$ cat config.mk
export PLATFORM = sky130hd
export DESIGN_NAME = spi_master_n
export DESIGN_NICKNAME = d
export VERILOG_FILES = /design/src/rtl/spi_master_n.sv
export SDC_FILE = /design/constraint.sdc
export NUM_CORES = 1
export LEC_CHECK = 0
export CAP_MARGIN = 20
export CORE_UTILIZATION = 55
export DETAILED_ROUTE_END_ITERATION = 12
export PLACE_DENSITY = 0.93
export SETUP_SLACK_MARGIN = 0.5
export SLEW_MARGIN = 0
export SYNTH_ARGS = -nofsm -noshare
export SYNTH_HDL_FRONTEND = slang
export SYNTH_SLANG_ARGS = --single-unit
$ cat constraint.sdc
create_clock -name clk -period 4.3 [get_ports clk]
set_input_delay 1.29 -clock clk [delete_from_list [all_inputs] [get_ports clk]]
set_output_delay 1.29 -clock clk [all_outputs]
set_load 0.005 [all_outputs]
$ cat src/rtl/spi_master_n.sv
// Multi-slave SPI master: configurable word width, per-transfer CPOL/CPHA/bit order,
// and chip-select hold so bursts to the same slave skip the setup half-period.
module spi_master_n #(
   parameter int DW     = 8,
   parameter int NSS    = 4,
   parameter int DVSR_W = 16,
   parameter int SSW    = (NSS > 1) ? $clog2(NSS) : 1
) (
   input  logic              clk,
   input  logic              rst,
   input  logic              start,
   input  logic [DW-1:0]     din,
   input  logic [DVSR_W-1:0] dvsr,
   input  logic              cpol,
   input  logic              cpha,
   input  logic              lsb_first,
   input  logic [SSW-1:0]    ss_sel,
   input  logic              hold,
   input  logic              miso,
   output logic [DW-1:0]     dout,
   output logic              ready,
   output logic              done,
   output logic              sclk,
   output logic              mosi,
   output logic [NSS-1:0]    ss_n
);
   localparam int BW = $clog2(DW);

   typedef enum logic [2:0] {IDLE, SETUP, HALF_A, HALF_B, DONE} state_t;

   state_t            state, state_nx;
   logic [DVSR_W-1:0] cnt, cnt_nx, dvsr_q, dvsr_nx;
   logic [BW-1:0]     bit_cnt, bit_cnt_nx;
   logic              cpol_q, cpol_nx, cpha_q, cpha_nx, lsb_q, lsb_nx, hold_q, hold_nx;
   logic [DW-1:0]     tx_sr, tx_sr_nx, rx_sr, rx_sr_nx, dout_nx;
   logic              ready_nx, done_nx, sclk_nx, mosi_nx;
   logic [NSS-1:0]    ss_n_nx;
   logic              skip;

   // Active-low one-cold decode; indices at or above NSS select nobody.
   function automatic logic [NSS-1:0] sel_mask(input logic [SSW-1:0] sel);
      logic [NSS-1:0] m;
      m = '1;
      for (int i = 0; i < NSS; i++)
         if (sel == SSW'(i)) m[i] = 1'b0;
      return m;
   endfunction

   // Target select still held low from a previous burst word.
   assign skip = |(~ss_n & ~sel_mask(ss_sel));

   always_comb begin
      // NOTE: every next-value signal is defaulted first so no branch can infer a latch.
      state_nx   = state;
      cnt_nx     = cnt;
      bit_cnt_nx = bit_cnt;
      dvsr_nx    = dvsr_q;
      cpol_nx    = cpol_q;
      cpha_nx    = cpha_q;
      lsb_nx     = lsb_q;
      hold_nx    = hold_q;
      tx_sr_nx   = tx_sr;
      rx_sr_nx   = rx_sr;
      dout_nx    = dout;
      mosi_nx    = mosi;
      ss_n_nx    = ss_n;
      done_nx    = 1'b0;
      unique case (state)
         IDLE: begin
            if (start) begin
               dvsr_nx    = dvsr;
               cpol_nx    = cpol;
               cpha_nx    = cpha;
               lsb_nx     = lsb_first;
               hold_nx    = hold;
               tx_sr_nx   = din;
               rx_sr_nx   = '0;
               cnt_nx     = '0;
               bit_cnt_nx = '0;
               ss_n_nx    = sel_mask(ss_sel);
               mosi_nx    = lsb_first ? din[0] : din[DW-1];
               state_nx   = skip ? HALF_A : SETUP;
            end
         end
         SETUP: begin
            if (cnt == dvsr_q) begin
               cnt_nx   = '0;
               state_nx = HALF_A;
            end else begin
               cnt_nx = cnt + DVSR_W'(1);
            end
         end
         HALF_A: begin
            if (cnt == dvsr_q) begin
               cnt_nx   = '0;
               rx_sr_nx = lsb_q ? {miso, rx_sr[DW-1:1]} : {rx_sr[DW-2:0], miso};
               state_nx = HALF_B;
            end else begin
               cnt_nx = cnt + DVSR_W'(1);
            end
         end
         HALF_B: begin
            if (cnt == dvsr_q) begin
               cnt_nx = '0;
               if (bit_cnt == BW'(DW - 1)) begin
                  state_nx = DONE;
                  done_nx  = 1'b1;
                  dout_nx  = rx_sr;
                  if (!hold_q) ss_n_nx = '1;
               end else begin
                  bit_cnt_nx = bit_cnt + BW'(1);
                  tx_sr_nx   = lsb_q ? (tx_sr >> 1) : (tx_sr << 1);
                  mosi_nx    = lsb_q ? tx_sr[1] : tx_sr[DW-2];
                  state_nx   = HALF_A;
               end
            end else begin
               cnt_nx = cnt + DVSR_W'(1);
            end
         end
         DONE:    state_nx = IDLE;
         default: state_nx = IDLE;
      endcase

      // Pin levels are decoded from the state being entered so they leave a flop.
      ready_nx = (state_nx == IDLE);
      if (state_nx == IDLE) mosi_nx = 1'b0;
      case (state_nx)
         IDLE:    sclk_nx = cpol;
         HALF_A:  sclk_nx = cpol_nx ^ cpha_nx;
         HALF_B:  sclk_nx = ~(cpol_nx ^ cpha_nx);
         default: sclk_nx = cpol_nx;
      endcase
   end

   // NOTE: sequential state uses non-blocking assignments only; reset is synchronous.
   always_ff @(posedge clk) begin
      if (rst) begin
         state   <= IDLE;
         cnt     <= '0;
         bit_cnt <= '0;
         dvsr_q  <= '0;
         cpol_q  <= 1'b0;
         cpha_q  <= 1'b0;
         lsb_q   <= 1'b0;
         hold_q  <= 1'b0;
         tx_sr   <= '0;
         rx_sr   <= '0;
         dout    <= '0;
         ready   <= 1'b1;
         done    <= 1'b0;
         sclk    <= 1'b0;
         mosi    <= 1'b0;
         ss_n    <= '1;
      end else begin
         state   <= state_nx;
         cnt     <= cnt_nx;
         bit_cnt <= bit_cnt_nx;
         dvsr_q  <= dvsr_nx;
         cpol_q  <= cpol_nx;
         cpha_q  <= cpha_nx;
         lsb_q   <= lsb_nx;
         hold_q  <= hold_nx;
         tx_sr   <= tx_sr_nx;
         rx_sr   <= rx_sr_nx;
         dout    <= dout_nx;
         ready   <= ready_nx;
         done    <= done_nx;
         sclk    <= sclk_nx;
         mosi    <= mosi_nx;
         ss_n    <= ss_n_nx;
      end
   end
endmodule
==> flow_metrics.env <==
export IMPL_postCtsHoldBufs=0
export IMPL_rsz0062_at_grt="false"
export IMPL_hold_depth=2
export IMPL_row_count=28
export IMPL_yosysTopAreaCell="dfxtp_1"
export IMPL_ys_seq_area_share_pct=43.01
export IMPL_worst_setup_path_start_kind="input pin"
export IMPL_gr_total_overflow=0
export IMPL_wirelength_microns=8010
export IMPL_crit_type="in2reg"
export IMPL_ctsHtreeMaxLevel=3
export IMPL_clk_latency_ns=0.35
export IMPL_reg2reg_slack_ns=1.30
export IMPL_synth_warnings=0
export IMPL_r2r_start="cnt[2]"
export IMPL_drv_cap=0
export IMPL_grt_max_degree=41
export IMPL_setup_tns_ns=0
export IMPL_finalCritPeriodShare_pct=78.23
export IMPL_fin_skew_ns=0.01035
export IMPL_setup_viol=0
export IMPL_clock_root_buffer="clkbuf_8"
export IMPL_worstSetupEndpointType="register"
export IMPL_grt_pass1_vias=2880
export IMPL_areaGrowthSynthToFinish_pct=20.12
export IMPL_synth_area_sq_um=3445
export IMPL_yosys_top_cells_area="dfxtp_1 43%, mux2i_1 9.9%, nor2_1 7.0%"
export IMPL_hold_start="cpha_q"
export IMPL_diodes=0
export IMPL_antenna_found_initial=0
export IMPL_place_hpwl_microns=5469
export IMPL_start_util_pct=57.50
export IMPL_layout_drive_gt1_share_pct=6.013
export IMPL_ant_nets=0
export IMPL_layout_commonest_cell="dfxtp_1"
export IMPL_yosysUniqueCellTypes=43
export IMPL_ys_ff_latch=74
export IMPL_io_pins=50
export IMPL_holdPathEnd="cpha_q"
export IMPL_hold_viol_final=0
export IMPL_num_vias=2953
export IMPL_worst_hold_path_type="reg2reg"
export IMPL_place_congestion=0.8897
export IMPL_fin_area_sq_um=4138
export IMPL_worst_pin_slew_ns=1.010
export IMPL_relSlewSlack_pct=32.13
export IMPL_fmax_mhz=297.3
export IMPL_r2r_end="rx_sr[6]"
export IMPL_fp_dieArea_sq_um=6584
export IMPL_clk_pin_slew_ns=0.07
export IMPL_critPathMaxStageDelay_ns=0.67
export IMPL_synth_top_area_share_pct=43.01
export IMPL_die_h_microns=81.14
export IMPL_cpMaxStageDelayCell="or4b_4"
export IMPL_die_x_microns=81.14
export IMPL_clock_sinks=74
export IMPL_synth_fp_nets=442
export IMPL_dpl_cell_area_sq_um=3940
export IMPL_nets=481
export IMPL_drv_slew=0
export IMPL_reg2reg_depth=7
export IMPL_grt_usage_pct=26.74
export IMPL_cts_tree="done"
export IMPL_cts_made_buffers=9
export IMPL_synthCells=405
export IMPL_post_cts_buffers=0
export IMPL_viasPerCell=5.635
export IMPL_post_synth_cell_area_avg_sq_um=8.505
export IMPL_outcome="finished clean"
export IMPL_grt_pass1_wl_microns=13290
export IMPL_cp_arrival_ns=3.59
export IMPL_cts_buffer_depth=2
export IMPL_p_leak_uw=0.001449
export IMPL_worst_path_max_fanout=31
export IMPL_timing_final_crit_period_ns=3.364
export IMPL_vdd_ir_drop_max_mv=0.2422
export IMPL_wire_per_inst_microns=15.29
export IMPL_power_density_nw_per_um2=397.3
export IMPL_drt_iter0_markers=233
export IMPL_path_cells="clkdlybuf4s50_1, or4b_4, o21ai_4, nand4_4, or4_4, xor2_1, nor2_2"
export IMPL_drc_errors=0
export IMPL_required_ns=4.53
export IMPL_fillerInstances=438
export IMPL_cts_repair_resize_count=0
export IMPL_io_buffers=49
export IMPL_drtPass1Iterations=6
export IMPL_core_sq_um=5991
export IMPL_most_common_layout_cells="74 x dfxtp_1, 64 x nor2_1, 59 x nand2_1"
layout make-up:
cell class | instances | area [sq um] | area share (%)
multi-input combinational | 303 | 1842 | 44.51
clock buffer | 14 | 162.7 | 3.931
timing repair buffer | 52 | 508.0 | 12.28
clock inverter | 2 | 35.03 | 0.8467
tap | 75 | 93.84 | 2.268
inverter | 4 | 15.01 | 0.3629
sequential | 74 | 1481 | 35.80
worst max-delay path, delay by kind of cell:
family                    cells  cell delay, ns
AOI/OAI and AO/OA             1            0.20
xor gates and xnor gates      1            0.17
buffers and inverters         1            0.51
and+or+nand+nor               4            1.41
sequential cells by signal, summed over array words and instances (netlist names), 3 cells and up:
register / cells
dout: 8
bit_cnt: 3
ss_n: 4
state: 3
dvsr_q: 16
cnt: 16
rx_sr: 8
tx_sr: 8
synthesized netlist by cell type:
cell type	number
nor4b_1	1
nor4bb_1	1
or2_2	1
ha_1	3
mux2_2	2
and3_1	2
xnor2_1	26
inv_1	4
a221oi_1	1
nor4_2	1
nand2b_1	6
nor3_1	4
a311oi_1	1
mux2i_1	34
nand2_1	59
nor2b_1	6
mux4_2	1
buf_2	4
clkbuf_1	18
o21ai_1	1
xor2_1	6
nor4_1	1
or4b_4	1
nand4_4	1
a22oi_1	1
and2_1	1
a21oi_1	29
o21ai_0	8
o21bai_1	3
a211o_1	1
nor2_2	1
a211oi_1	4
buf_4	1
nand4_1	6
or4_4	1
a21o_1	1
nor2_1	64
o21ai_4	1
buf_6	1
nand3_1	12
or3_1	1
a31oi_1	10
dfxtp_1	74
kinds of logic (layout without fill, tap and decap cells):
family	count (synthesis)	in the layout	synth area share [%]
AOI/OAI and AO/OA	61	61	10.53
xor gates and xnor gates	32	32	8.137
adders and majority gates	3	3	1.090
buffers and inverters	28	72	3.523
DFF	74	74	43.01
muxes	37	37	11.19
and+or+nand+nor	170	170	22.52
per-stage QoR:
step | hold slack [ns] | instances | utilization [%] | total power (uW) | setup slack [ns]
2_1_floorplan | 0.4320 | 405 | - | 1007 | 1.440
3_3_place_gp | 0.4483 | 508 | 65.77 | 1088 | 0.6323
3_5_place_dp | 0.4598 | 508 | 65.77 | 1107 | 0.5865
4_1_cts | 0.4765 | 524 | 69.07 | 1647 | 0.9471
5_1_grt | 0.4978 | 524 | 69.07 | 1718 | 0.7509
6_report | 0.4749 | 524 | 69.07 | 1644 | 0.9359
power breakdown:
| group | internal [uW] | leakage, uW | switching (uW) | total, uW |
|---|---|---|---|---|
| clock network | 300 | 0.000101 | 246 | 546 |
| registers | 729 | 0.000602 | 44.2 | 773 |
| logic | 144 | 0.000746 | 181 | 325 |
| total | 1170 | 0.00145 | 472 | 1640 |
how the worst max path moves through the flow:
| stage | cells past startpoint | endpoint | startpoint | slack (ns) |
|---|---|---|---|---|
| after floorplan | 6 | cnt[15] | start | 1.44 |
| after global placement | 7 | cnt[15] | start | 0.63 |
| after detailed placement | 7 | cnt[15] | start | 0.59 |
| after CTS | 7 | cnt[15] | start | 0.95 |
| after global routing | 8 | cnt[8] | start | 0.75 |
| final | 7 | cnt[15] | start | 0.94 |
metal layers:
| layer | part of all wire [%] | global-route usage (%) |
|---|---|---|
| met1 | 45 | 33.03 |
| met2 | 48 | 44.45 |
| met3 | 5.2 | 5.730 |
| met4 | 2.1 | 12.14 |
| met5 | 0 | 0 |
(Power assumes the default switching activity.)
